--- src/rtl/pe_pkg.sv ---
// pe_pkg: shared types and helpers for the pe_mac_pool processing element.
// Holds the FSM state and job mode enums plus the saturating adder used by
// the convolution datapath.
package pe_pkg;

  typedef enum logic [1:0] {
    IDLE    = 2'd0,
    LOAD    = 2'd1,
    COMPUTE = 2'd2,
    OUTPUT  = 2'd3
  } pe_state_e;

  typedef enum logic {
    MODE_CONV = 1'b0,
    MODE_POOL = 1'b1
  } pe_mode_e;

  // Adds two sign-extended operands and clamps the sum to the signed range of
  // a w-bit accumulator. Operands are carried in 64 bits so the raw sum can
  // never wrap before the clamp is applied.
  function automatic logic signed [63:0] sat_add(input logic signed [63:0] a,
                                                 input logic signed [63:0] b,
                                                 input int unsigned w);
    logic signed [63:0] sum;
    logic signed [63:0] max_v;
    logic signed [63:0] min_v;
    sum   = a + b;
    max_v = (64'sd1 <<< (w - 1)) - 64'sd1;
    min_v = -(64'sd1 <<< (w - 1));
    if (sum > max_v)      return max_v;
    else if (sum < min_v) return min_v;
    else                  return sum;
  endfunction

endpackage

--- src/rtl/pe_mac_pool_if.sv ---
// pe_mac_pool_if: descriptor, operand and result channels of the processing
// element. master = job producer/result consumer, slave = the PE itself.
interface pe_mac_pool_if #(
  parameter int DATA_WIDTH = 8,
  parameter int SPAD_DEPTH = 16,
  parameter int ACC_WIDTH  = 2*DATA_WIDTH + $clog2(SPAD_DEPTH),
  parameter int LEN_W      = $clog2(SPAD_DEPTH + 1)
);
  logic                        cfg_valid;
  logic                        cfg_ready;
  logic                        cfg_mode;
  logic [LEN_W-1:0]            cfg_len;
  logic                        cfg_keep_wt;
  logic signed [ACC_WIDTH-1:0] cfg_bias;
  logic                        in_valid;
  logic                        in_ready;
  logic [DATA_WIDTH-1:0]       actn_in;
  logic [DATA_WIDTH-1:0]       filt_in;
  logic                        out_valid;
  logic                        out_ready;
  logic signed [ACC_WIDTH-1:0] pe_out;
  logic                        pe_busy;
  logic                        cfg_err;

  modport master (
    output cfg_valid, cfg_mode, cfg_len, cfg_keep_wt, cfg_bias,
    output in_valid, actn_in, filt_in, out_ready,
    input  cfg_ready, in_ready, out_valid, pe_out, pe_busy, cfg_err
  );

  modport slave (
    input  cfg_valid, cfg_mode, cfg_len, cfg_keep_wt, cfg_bias,
    input  in_valid, actn_in, filt_in, out_ready,
    output cfg_ready, in_ready, out_valid, pe_out, pe_busy, cfg_err
  );
endinterface

--- src/rtl/pe_scratchpad.sv ---
// pe_scratchpad: small local buffer with one synchronous write port and one
// combinational read port, so consecutive reads need no bubble. Contents
// are intentionally not reset.
module pe_scratchpad #(
  parameter int WIDTH = 8,
  parameter int DEPTH = 16,
  parameter int AW    = (DEPTH > 1) ? $clog2(DEPTH) : 1
) (
  input  logic             clk,
  input  logic             we,
  input  logic [AW-1:0]    wr_addr,
  input  logic [WIDTH-1:0] wr_data,
  input  logic [AW-1:0]    rd_addr,
  output logic [WIDTH-1:0] rd_data
);
  logic [WIDTH-1:0] mem [DEPTH];

  // Store one entry per enabled cycle.
  always_ff @(posedge clk) begin
    if (we) mem[wr_addr] <= wr_data;
  end

  assign rd_data = mem[rd_addr];
endmodule

--- src/rtl/pe_mac_pool.sv ---
// pe_mac_pool: processing element that buffers len activation/weight pairs,
// then computes either a saturating signed MAC with bias (conv) or a running
// maximum (pool), and returns one result per job.
// Optional build macro PE_RELU_EN: clamps negative conv results to zero.
module pe_mac_pool
  import pe_pkg::*;
#(
  parameter int DATA_WIDTH = 8,
  parameter int SPAD_DEPTH = 16,
  parameter int ACC_WIDTH  = 2*DATA_WIDTH + $clog2(SPAD_DEPTH),
  parameter int LEN_W      = $clog2(SPAD_DEPTH + 1)
) (
  input logic          clk,
  input logic          rst,
  pe_mac_pool_if.slave bus
);
  localparam int AW = (SPAD_DEPTH > 1) ? $clog2(SPAD_DEPTH) : 1;
  localparam int PW = 2*DATA_WIDTH;

  pe_state_e                   state_reg, state_next;
  pe_mode_e                    mode_reg, mode_next;
  logic                        keep_reg, keep_next;
  logic [LEN_W-1:0]            len_reg, len_next;
  logic [LEN_W-1:0]            wr_ptr_reg, wr_ptr_next;
  logic [LEN_W-1:0]            rd_ptr_reg, rd_ptr_next;
  logic [LEN_W-1:0]            wt_len_reg, wt_len_next;
  logic                        wt_valid_reg, wt_valid_next;
  logic signed [ACC_WIDTH-1:0] bias_reg, bias_next;
  logic signed [ACC_WIDTH-1:0] acc_reg, acc_next;
  logic                        cfg_err_reg, cfg_err_next;

  logic [DATA_WIDTH-1:0]       actn_rd, filt_rd;
  logic                        if_we, wt_we;
  logic signed [PW-1:0]        prod;
  logic signed [ACC_WIDTH-1:0] acc_base, conv_acc, actn_ext, pool_acc, result;
  logic                        cfg_illegal;

  // Weights are only overwritten by a fresh conv load, so a stored filter
  // survives pool jobs and keep_wt jobs.
  assign if_we = (state_reg == LOAD) && bus.in_valid;
  assign wt_we = if_we && !keep_reg && (mode_reg == MODE_CONV);

  pe_scratchpad #(.WIDTH(DATA_WIDTH), .DEPTH(SPAD_DEPTH), .AW(AW)) if_spad (
    .clk(clk), .we(if_we), .wr_addr(wr_ptr_reg[AW-1:0]), .wr_data(bus.actn_in),
    .rd_addr(rd_ptr_reg[AW-1:0]), .rd_data(actn_rd)
  );

  pe_scratchpad #(.WIDTH(DATA_WIDTH), .DEPTH(SPAD_DEPTH), .AW(AW)) wt_spad (
    .clk(clk), .we(wt_we), .wr_addr(wr_ptr_reg[AW-1:0]), .wr_data(bus.filt_in),
    .rd_addr(rd_ptr_reg[AW-1:0]), .rd_data(filt_rd)
  );

  // Tap 0 seeds the accumulator (bias for conv, first activation for pool),
  // so no separate init cycle is needed.
  assign prod     = PW'($signed(actn_rd)) * PW'($signed(filt_rd));
  assign acc_base = (rd_ptr_reg == '0) ? bias_reg : acc_reg;
  assign conv_acc = ACC_WIDTH'(sat_add(64'(acc_base), 64'(prod), ACC_WIDTH));
  assign actn_ext = ACC_WIDTH'($signed(actn_rd));
  assign pool_acc = ((rd_ptr_reg == '0) || (actn_ext > acc_reg)) ? actn_ext : acc_reg;

  assign cfg_illegal = (bus.cfg_len == '0) ||
                       (bus.cfg_len > LEN_W'(SPAD_DEPTH)) ||
                       (bus.cfg_keep_wt && (!wt_valid_reg || (bus.cfg_len != wt_len_reg)));

`ifdef PE_RELU_EN
  assign result = ((mode_reg == MODE_CONV) && acc_reg[ACC_WIDTH-1]) ? '0 : acc_reg;
`else
  assign result = acc_reg;
`endif

  // Next-state and datapath update for the IDLE/LOAD/COMPUTE/OUTPUT sequence.
  always_comb begin
    state_next    = state_reg;
    mode_next     = mode_reg;
    keep_next     = keep_reg;
    len_next      = len_reg;
    wr_ptr_next   = wr_ptr_reg;
    rd_ptr_next   = rd_ptr_reg;
    wt_len_next   = wt_len_reg;
    wt_valid_next = wt_valid_reg;
    bias_next     = bias_reg;
    acc_next      = acc_reg;
    cfg_err_next  = 1'b0;
    case (state_reg)
      IDLE: begin
        if (bus.cfg_valid) begin
          if (cfg_illegal) begin
            cfg_err_next = 1'b1;
          end else begin
            mode_next   = pe_mode_e'(bus.cfg_mode);
            keep_next   = bus.cfg_keep_wt;
            len_next    = bus.cfg_len;
            bias_next   = bus.cfg_bias;
            wr_ptr_next = '0;
            state_next  = LOAD;
          end
        end
      end
      LOAD: begin
        if (bus.in_valid) begin
          wr_ptr_next = wr_ptr_reg + LEN_W'(1);
          if (wr_ptr_reg == len_reg - LEN_W'(1)) begin
            rd_ptr_next = '0;
            state_next  = COMPUTE;
            if ((mode_reg == MODE_CONV) && !keep_reg) begin
              wt_valid_next = 1'b1;
              wt_len_next   = len_reg;
            end
          end
        end
      end
      COMPUTE: begin
        acc_next    = (mode_reg == MODE_CONV) ? conv_acc : pool_acc;
        rd_ptr_next = rd_ptr_reg + LEN_W'(1);
        if (rd_ptr_reg == len_reg - LEN_W'(1)) state_next = OUTPUT;
      end
      OUTPUT: begin
        if (bus.out_ready) state_next = IDLE;
      end
      default: state_next = IDLE;
    endcase
  end

  // State and job registers with synchronous reset.
  always_ff @(posedge clk) begin
    if (rst) begin
      state_reg    <= IDLE;
      mode_reg     <= MODE_CONV;
      keep_reg     <= 1'b0;
      len_reg      <= '0;
      wr_ptr_reg   <= '0;
      rd_ptr_reg   <= '0;
      wt_len_reg   <= '0;
      wt_valid_reg <= 1'b0;
      bias_reg     <= '0;
      acc_reg      <= '0;
      cfg_err_reg  <= 1'b0;
    end else begin
      state_reg    <= state_next;
      mode_reg     <= mode_next;
      keep_reg     <= keep_next;
      len_reg      <= len_next;
      wr_ptr_reg   <= wr_ptr_next;
      rd_ptr_reg   <= rd_ptr_next;
      wt_len_reg   <= wt_len_next;
      wt_valid_reg <= wt_valid_next;
      bias_reg     <= bias_next;
      acc_reg      <= acc_next;
      cfg_err_reg  <= cfg_err_next;
    end
  end

  assign bus.cfg_ready = (state_reg == IDLE);
  assign bus.in_ready  = (state_reg == LOAD);
  assign bus.out_valid = (state_reg == OUTPUT);
  assign bus.pe_out    = (state_reg == OUTPUT) ? result : '0;
  assign bus.pe_busy   = (state_reg != IDLE);
  assign bus.cfg_err   = cfg_err_reg;
endmodule
--- src/flat_wrapper.sv ---
// flat-port wrapper written by rule: the top's interface ports become plain ports
module pe_mac_pool_flat import pe_pkg::*;
#(
  parameter int DATA_WIDTH = 8,
  parameter int SPAD_DEPTH = 16,
  parameter int ACC_WIDTH  = 2*DATA_WIDTH + $clog2(SPAD_DEPTH),
  parameter int LEN_W      = $clog2(SPAD_DEPTH + 1)
)
  (clk, rst, bus_cfg_valid, bus_cfg_mode, bus_cfg_len, bus_cfg_keep_wt, bus_cfg_bias, bus_in_valid, bus_actn_in, bus_filt_in, bus_out_ready, bus_cfg_ready, bus_in_ready, bus_out_valid, bus_pe_out, bus_pe_busy, bus_cfg_err);
  pe_mac_pool_if #(.DATA_WIDTH(DATA_WIDTH), .SPAD_DEPTH(SPAD_DEPTH), .ACC_WIDTH(ACC_WIDTH), .LEN_W(LEN_W)) bus_i ();
  input logic clk;
  input logic rst;
  input wire logic [$bits(bus_i.cfg_valid)-1:0] bus_cfg_valid;
  input wire logic [$bits(bus_i.cfg_mode)-1:0] bus_cfg_mode;
  input wire logic [$bits(bus_i.cfg_len)-1:0] bus_cfg_len;
  input wire logic [$bits(bus_i.cfg_keep_wt)-1:0] bus_cfg_keep_wt;
  input wire logic [$bits(bus_i.cfg_bias)-1:0] bus_cfg_bias;
  input wire logic [$bits(bus_i.in_valid)-1:0] bus_in_valid;
  input wire logic [$bits(bus_i.actn_in)-1:0] bus_actn_in;
  input wire logic [$bits(bus_i.filt_in)-1:0] bus_filt_in;
  input wire logic [$bits(bus_i.out_ready)-1:0] bus_out_ready;
  output wire logic [$bits(bus_i.cfg_ready)-1:0] bus_cfg_ready;
  output wire logic [$bits(bus_i.in_ready)-1:0] bus_in_ready;
  output wire logic [$bits(bus_i.out_valid)-1:0] bus_out_valid;
  output wire logic [$bits(bus_i.pe_out)-1:0] bus_pe_out;
  output wire logic [$bits(bus_i.pe_busy)-1:0] bus_pe_busy;
  output wire logic [$bits(bus_i.cfg_err)-1:0] bus_cfg_err;
  assign bus_i.cfg_valid = bus_cfg_valid;
  assign bus_i.cfg_mode = bus_cfg_mode;
  assign bus_i.cfg_len = bus_cfg_len;
  assign bus_i.cfg_keep_wt = bus_cfg_keep_wt;
  assign bus_i.cfg_bias = bus_cfg_bias;
  assign bus_i.in_valid = bus_in_valid;
  assign bus_i.actn_in = bus_actn_in;
  assign bus_i.filt_in = bus_filt_in;
  assign bus_i.out_ready = bus_out_ready;
  assign bus_cfg_ready = bus_i.cfg_ready;
  assign bus_in_ready = bus_i.in_ready;
  assign bus_out_valid = bus_i.out_valid;
  assign bus_pe_out = bus_i.pe_out;
  assign bus_pe_busy = bus_i.pe_busy;
  assign bus_cfg_err = bus_i.cfg_err;
  pe_mac_pool #(.DATA_WIDTH(DATA_WIDTH), .SPAD_DEPTH(SPAD_DEPTH), .ACC_WIDTH(ACC_WIDTH), .LEN_W(LEN_W)) u_core (.clk(clk), .rst(rst), .bus(bus_i));
endmodule
--- config.mk ---
export PLATFORM = sky130hd
export DESIGN_NAME = pe_mac_pool_flat
export DESIGN_NICKNAME = d
export VERILOG_FILES = /design/src/rtl/pe_pkg.sv /design/src/rtl/pe_mac_pool_if.sv /design/src/rtl/pe_scratchpad.sv /design/src/rtl/pe_mac_pool.sv /design/src/flat_wrapper.sv
export SDC_FILE = /design/constraint.sdc
export NUM_CORES = 1
export LEC_CHECK = 0
export CORE_MARGIN = 5
export CORE_UTILIZATION = 35
export CTS_CLUSTER_SIZE = 16
export DETAILED_ROUTE_END_ITERATION = 16
export HOLD_SLACK_MARGIN = 0.02
export SLEW_MARGIN = 0
export SYNTH_ARGS = -nofsm -noshare
export SYNTH_HDL_FRONTEND = slang
export SYNTH_SLANG_ARGS = --single-unit
--- constraint.sdc ---
create_clock -name clk -period 9.89 [get_ports clk]
set_clock_uncertainty 0.05 [all_clocks]
set_input_delay 0.989 -clock clk [delete_from_list [all_inputs] [get_ports clk]]
set_output_delay 0.989 -clock clk [all_outputs]
set_load 0.05 [all_outputs]
======== Word-level counts from Yosys, hierarchy flattened ========
Memory sizes are Yosys's and may differ from the RTL's. A register that Yosys moved wholly into a read port is not among the register bits.
Index checks and enable logic that the tools add are counted.
word-level totals
  register bits ........................... 66
  bits in writable memories ............... 256
  bits of input ports ..................... 48
  output and inout bits ................... 25
  memories kept ........................... 2
cells by class
  $add $sub $neg .......................... 4
  multiply operators ...................... 1
  magnitude comparators ................... 4
  equality and inequality tests ........... 13
  multiplexer cells ....................... 29
  bitwise logic cells ..................... 4
  reductions and logical operators ........ 24
memories
  memory              depth  bits a word  read ports  clocked after memory_dff  write ports  line                 RTL
  u_core.if_spad.mem  16     8            1           1                         1            pe_scratchpad.sv:16  logic [WIDTH-1:0] mem [DEPTH];
  u_core.wt_spad.mem  16     8            1           1                         1            pe_scratchpad.sv:16
operators with widths
  kind                                                                                count
  20-bit 2-to-1 mux                                                                   6
  5-bit 2-to-1 mux                                                                    5
  20-bit by 16-bit adder with 21-bit output                                           1
  21-bit by 20-bit greater-than comparator with 1-bit output (second input constant)  1
  21-bit by 20-bit < comparator with 1-bit output (second input constant)             1
  8-bit by 20-bit greater-than comparator with 1-bit output                           1
  5-bit case mux with 2 select lines                                                  2
  8-bit by 8-bit multiplier with 16-bit output                                        1
  4-bit 2-to-1 mux                                                                    4
  2-bit 2-to-1 mux                                                                    6
  5-bit by 1-bit adder with 5-bit output (second input constant)                      2
  5-bit == test                                                                       2
  5-bit logical NOT                                                                   2
  2-bit inequality test (second input constant)                                       5
  2-bit case mux with 4 select lines                                                  1
  4-bit AND reduction                                                                 2
  3-bit AND reduction                                                                 2
  6-bit AND reduction                                                                 1
  2-bit nonzero test                                                                  3
  5-bit greater-than comparator (second input constant)                               1
  1-bit logical AND                                                                   5
  1-bit 2-to-1 mux                                                                    5
  5-bit inequality test                                                               1
  5-bit by 1-bit subtractor with 5-bit output (second input constant)                 1
  other kinds (9)                                                                     18

======== Logic depth before layout (Yosys ltp) ========
Gate-level depths: netlist of the first run.
  depth after elaboration ................. 7
  depth in mapped cells ................... 25
  mapped depth without buffers ............ 23

======== Cells and area by module ========
A second synthesis of the first run with hierarchy kept.
second synthesis, totals
  cell total of the unflattened synthesis .. 1339
  area total of the unflattened synthesis .. 17688.2 um^2
modules (own cells, without submodules)
  module         instances  cells an instance  area each (um^2)
  pe_scratchpad  2          221                4987.3
  pe_mac_pool    1          897                7713.6

======== Least setup slack after synthesis of the first run ========
No wires, ideal clock.
  path type ............................... reg-to-reg
  start ................................... reg with a tool-made name
  end ..................................... reg u_core.acc_reg[11]
  data arrival time ....................... 6.964 ns
  slack ................................... 2.728 ns
  cell stages (with the launch flop) ...... 21
  period minus slack after synthesis ...... 7.162 ns
  cell sequence ........................... dfxtp_1 buf_6 buf_2 mux4_2 mux4_2 nand2_1 fa_1 inv_1 fa_1 fa_1 fa_1 fa_1 ha_1 o21ai_1 o211a_1 or4b_1 a21boi_1 nor2_4 a311oi_4 buf_6 a221oi_2
RTL lines
  what                  line                RTL
  to (signal assigned)  pe_mac_pool.sv:148  acc_reg <= acc_next;
  to (decl)             pe_mac_pool.sv:29   logic signed [ACC_WIDTH-1:0] acc_reg, acc_next;

==> results.toml, run 1 <==
[die]
ios = 73
fp.dieH_um = 235
start_util = 0.353
core_um2 = 50000
rows = 82
fp.dieW_um = 235
die_area_um2 = 55000

[clocking]
ctsHoldBuffers = 0
worstSkewPairLatency_ns = 0.54
cts_buffer_depth = 3
cts_setup_buffers = 0
clock-sinks = 326
cts_made_buffers = 35
tritoncts = "yes"
path_clk_slew_ns = 0.06
cts_htree_levels = 2
cts_root_buf = "clkbuf_16"
cts_resized = 0

[final_layout]
antenna_cells = 0
drive_gt1_frac = 0.122
final_nets = 1593
final_area_um2 = 20200
area_growth_pct = 14.4
reg.largest.list = "u_core.if_spad.mem: 128 flops, u_core.wt_spad.mem: 128 flops"
fillCellCount = 4625

[critical_path]
crit_fanout = 30
end_kind = "register"
worstSetupPathType = "reg -> reg"
arrival_ns = 8.78
cp.required_ns = 10.27
start_kind = "register"

[timing]
drv_slew = 0
fin_crit_ns = 8.40
rsz0062_at_grt = "no"
fin_hold_ws_ns = 0.406
finalHoldViolations = 0
setup_viol = 0
post-route-period-util = 0.849
tightest_slew_ns = 1.04
slew_headroom = 0.307
fmax_mhz = 119
tns_ns = 0

[detailed_routing]
drtPass1Iterations = 5
detail_route.vias_per_cell = 5.09
wirelength_um = 40800
drcViolationCount = 0
vias = 10500
drt_iter0_drc = 802
drtAntennaViolNets = 0
wire_per_inst_um = 19.7

[synth]
synth.distinct_cells = 68
avgSynthCellArea_um2 = 13.5
yosysSeqAreaShare = 0.515
yosysWarnings = 0
synth.top_cells.by_count = "edfxtp_1 (256), inv_1 (122), nand2_1 (103), nor2_1 (101), fa_1 (92)"
netlist_top_cells_area = "edfxtp_1 (44%), fa_1 (10%), mux4_2 (10%)"
syn_inst = 1306
post-synth-top-count-cell = "edfxtp_1"
synth-async-reset-ratio = 0
synth_area_um2 = 17600
yosys_register_bits = 326
yosysTopAreaCell = "edfxtp_1"
synth-edff-count = 256
syn_nets = 1525
synth_flop_cell = "edfxtp_1"
synth.top_cell.area_share = 0.436

[global_route]
grt_pass1_vias = 10800
grt.overflow.total = 0
grt_util_all_layers = 0.151
grt_max_degree = 57
grt_first_pass_wirelength_um = 64600
antenna_found_initial = 0

[place]
place_congestion = 0.861
placed_area_um2 = 19100
hpwl_um = 30300
portBuffers = 72

[min_path]
hp-class = "reg -> reg"

[status]
status = "complete, no violations"

[flow_run]
drv_cap = 0
path summary, 6_finish.rpt:
| path | startpoint | to | slack, ns | depth (start not counted) |
|---|---|---|---|---|
| setup / recovery | register | u_core.acc_reg[8] | 1.49 | 18 |
| hold / removal | u_core.bias_reg[2] | u_core.bias_reg[2] | 0.41 | 2 |
| setup reg to reg | register | u_core.acc_reg[8] | 1.49 | 18 |
| hold reg to reg | u_core.bias_reg[2] | u_core.bias_reg[2] | 0.41 | 2 |
through the flow:
step | util | cells | worst slack, ns
after global placement | 0.382 | 2009 | 1.70
after detailed placement | 0.382 | 2009 | 1.51
after floorplan | - | 1306 | 2.73
after global routing | 0.404 | 2071 | 0.957
after CTS | 0.404 | 2071 | 1.50
final | 0.404 | 2071 | 1.49
worst max-delay path: stages (launching register included):
cell	delay, ns
dfxtp_4	0.74
buf_4	0.42
mux4_2	0.56
mux4_2	0.62
nand2_1	0.53
fa_1	0.52
inv_1	0.09
fa_1	0.43
fa_1	0.47
fa_1	0.49
ha_1	0.31
ha_1	0.36
a21o_1	0.21
a2111oi_2	0.39
o2bb2ai_1	0.27
a31oi_1	0.26
xnor2_2	0.83
a311oi_4	0.36
a221oi_1	0.33
placed cells by master (no fill, tap or decap), types with 5 or more instances in the layout:
| cell type | n |
|---|---|
| edfxtp_1 | 256 |
| inv_1 | 122 |
| nand2_1 | 103 |
| nor2_1 | 100 |
| fa_1 | 92 |
| mux4_2 | 79 |
| ha_1 | 79 |
| a21oi_1 | 76 |
| clkdlybuf4s50_1 | 71 |
| dfxtp_1 | 68 |
| and2_1 | 58 |
| clkbuf_16 | 35 |
| xnor2_1 | 25 |
| o21ai_0 | 20 |
| buf_4 | 15 |
| nand3_1 | 12 |
| o211ai_1 | 12 |
| a31oi_1 | 12 |
| nor3_1 | 11 |
| xor2_1 | 11 |
| a221oi_2 | 10 |
| clkbuf_1 | 9 |
| nand2b_1 | 8 |
| a21o_1 | 7 |
| o2bb2ai_1 | 7 |
| mux2i_1 | 6 |
| nand4_1 | 6 |
| a221oi_1 | 5 |
| o21a_1 | 5 |
cells by family after synthesis:
kind of cell | synth area share
flops | 0.515
simple gates | 0.0851
compound gates | 0.0747
buf+inv | 0.0402
fa+ha+maj | 0.160
mux | 0.106
xor+xnor | 0.0188
cell type report:
class                   count  area [µm²]  area share
clock buffers              45         923      0.0458
clock inverters            17         183     0.00905
inverters                 122         458      0.0227
multi-input cells         802        7850       0.389
flip-flops and latches    326        9090       0.451
well taps                 672         841      0.0417
repair buffers             87         828      0.0410
metal layers:
layer / routed length (µm) / GRT usage / up-vias / part of all wire
li1: - / - / 4862 / -
met3: 2250 / 0.0222 / 47 / 0.055
met4: 628 / 0.0290 / 0 / 0.015
met5: 0 / 0 / - / 0
met2: 18600 / 0.237 / 287 / 0.46
met1: 19300 / 0.226 / 5344 / 0.47
Power of run 1 is not shown: default switching activity piles up to over one toggle a cycle in this logic, so the estimate is an artifact.
==> run 2: changes to the inputs <==
==> constraint.sdc (replaced) <==
create_clock -name clk -period 7.8 [get_ports clk]
set_clock_uncertainty 0.05 [all_clocks]
set_input_delay 0.78 -clock clk [delete_from_list [all_inputs] [get_ports clk]]
set_output_delay 0.78 -clock clk [all_outputs]
set_load 0.05 [all_outputs]
==> results.toml, run 2 (synthesis results as in run 1) <==
[final_layout]
final_common_cell = "edfxtp_1"
final_cell_mix = "edfxtp_1 (256), inv_1 (122), nand2_1 (103)"
drive_gt1_frac = 0.128
final_nets = 1602
area_growth_pct = 14.8
antenna_cells = 0
reg.largest.list = "u_core.if_spad.mem: 128 flops, u_core.wt_spad.mem: 128 flops"

[global_route]
use_met1 = 0.226
grt_max_degree = 65
top_usage_layer = "met2"
grt_pass1_vias = 10900
use_met3 = 0.0252
grt.overflow.total = 0
antenna_found_initial = 0
grt_first_pass_wirelength_um = 65600
grt_util_all_layers = 0.155
met2_usage = 0.245

[flow_run]
drv_cap = 0

[critical_path]
crit_buf_inv = 4
cp.required_ns = 8.14
worst-path-stages = 20
crit_family = "adder cells"
crit_slowest_cell = "mux4_2"
end_kind = "register"
cp_slowest_stage_delay_ns = 0.59
arrival_ns = 7.68
worstRegToRegCells = 20
crit_chain = "buf_12, mux4_2, mux4_2, and2_1, fa_1, inv_1, fa_1, inv_1, fa_1, fa_1, fa_1, ha_1, o21ai_1, o211a_1, or4b_1, a21boi_1, nor2_4, buf_4, o311ai_2, o2bb2ai_1"
cp_common_cell = "fa_1"
worstSetupPathType = "reg -> reg"
crit_fanout = 28
start_kind = "register"

[timing]
setup_viol = 0
post-route-period-util = 0.941
slew_headroom = 0.166
fmax_mhz = 136
tightest_slew_ns = 1.25
rsz0062_at_grt = "no"
drv_slew = 0
tns_ns = 0
fin_crit_ns = 7.34
finalHoldViolations = 0

[place]
place_congestion = 0.826
portBuffers = 72
hpwl_um = 30800

[detailed_routing]
drt_iter0_drc = 830
drtPass1Iterations = 5
drcViolationCount = 0
wire_per_inst_um = 20.2
detail_route.vias_per_cell = 5.11
wirelength_um = 42000
drtAntennaViolNets = 0
vias = 10600

[die]
rows = 82
ios = 73
die_area_um2 = 55000
core_um2 = 50000
start_util = 0.353
fp.dieH_um = 235
fp.dieW_um = 235

[clocking]
cts_made_buffers = 35
cts_setup_buffers = 0
cts_htree_levels = 2
path_clk_slew_ns = 0.06
cts_root_buf = "clkbuf_16"
cts_resized = 0
ctsHoldBuffers = 0
worstSkewPairLatency_ns = 0.53
clock-sinks = 326
cts_buffer_depth = 3
tritoncts = "yes"

[min_path]
hp-class = "reg -> reg"
min_path_cells = 2

[status]
status = "complete, no violations"
## run 2: cell count changes in the layout (fill, tap and decap cells not counted), sizes merged
cell	delta
clkinvlp	-2
buf	+9
clkbuf	+1
inv	+3
clkinv	-2
bufinv	-2
## run 2: worst register-to-register path, stage by stage, from the launching register on
cell and delay [ns]:
dfxtp_4 0.49, buf_12 0.28, mux4_2 0.55, mux4_2 0.59, and2_1 0.23, fa_1 0.53, inv_1 0.05, fa_1 0.47
inv_1 0.06, fa_1 0.50, fa_1 0.52, fa_1 0.49, ha_1 0.35, o21ai_1 0.12, o211a_1 0.26, or4b_1 0.55
a21boi_1 0.27, nor2_4 0.08, buf_4 0.21, o311ai_2 0.47, o2bb2ai_1 0.11
## run 2: layer usage
layer,part of all wire,vias up
li1,-,4878
met1,0.46,5390
met2,0.46,309
met3,0.061,47
met4,0.020,0
met5,0,-
## run 2: through the flow
| step | setup slack (ns) | std cells | hold slack [ns] | util | instance area (µm²) |
|---|---|---|---|---|---|
| floorplan | 0.638 | 1306 | 0.382 | - | 17600 |
| global placement | 0.535 | 2018 | 0.393 | 0.384 | 19200 |
| detailed placement | 0.406 | 2018 | 0.396 | 0.384 | 19200 |
| CTS | 0.400 | 2078 | 0.404 | 0.405 | 20200 |
| global route | 0.108 | 2078 | 0.443 | 0.405 | 20200 |
| finish | 0.463 | 2078 | 0.405 | 0.405 | 20200 |
## run 2: worst paths after layout
check	from	end	slack (ns)
setup reg to reg	register	u_core.acc_reg[3]	0.46
hold reg to reg	u_core.bias_reg[0]	u_core.bias_reg[0]	0.41
hold / removal	u_core.bias_reg[0]	u_core.bias_reg[0]	0.41
setup / recovery	register	u_core.acc_reg[3]	0.46
## run 2: area by class of cell
cell class | count | area, µm²
fill | 4627 | 29700
sequential | 326 | 9090
multi-input combinational | 802 | 7850
clock buffer | 46 | 958
timing repair buffer | 96 | 946
tap | 672 | 841
inverter | 122 | 458
clock inverter | 14 | 97.6
Power of run 2 is left out for the same reason.
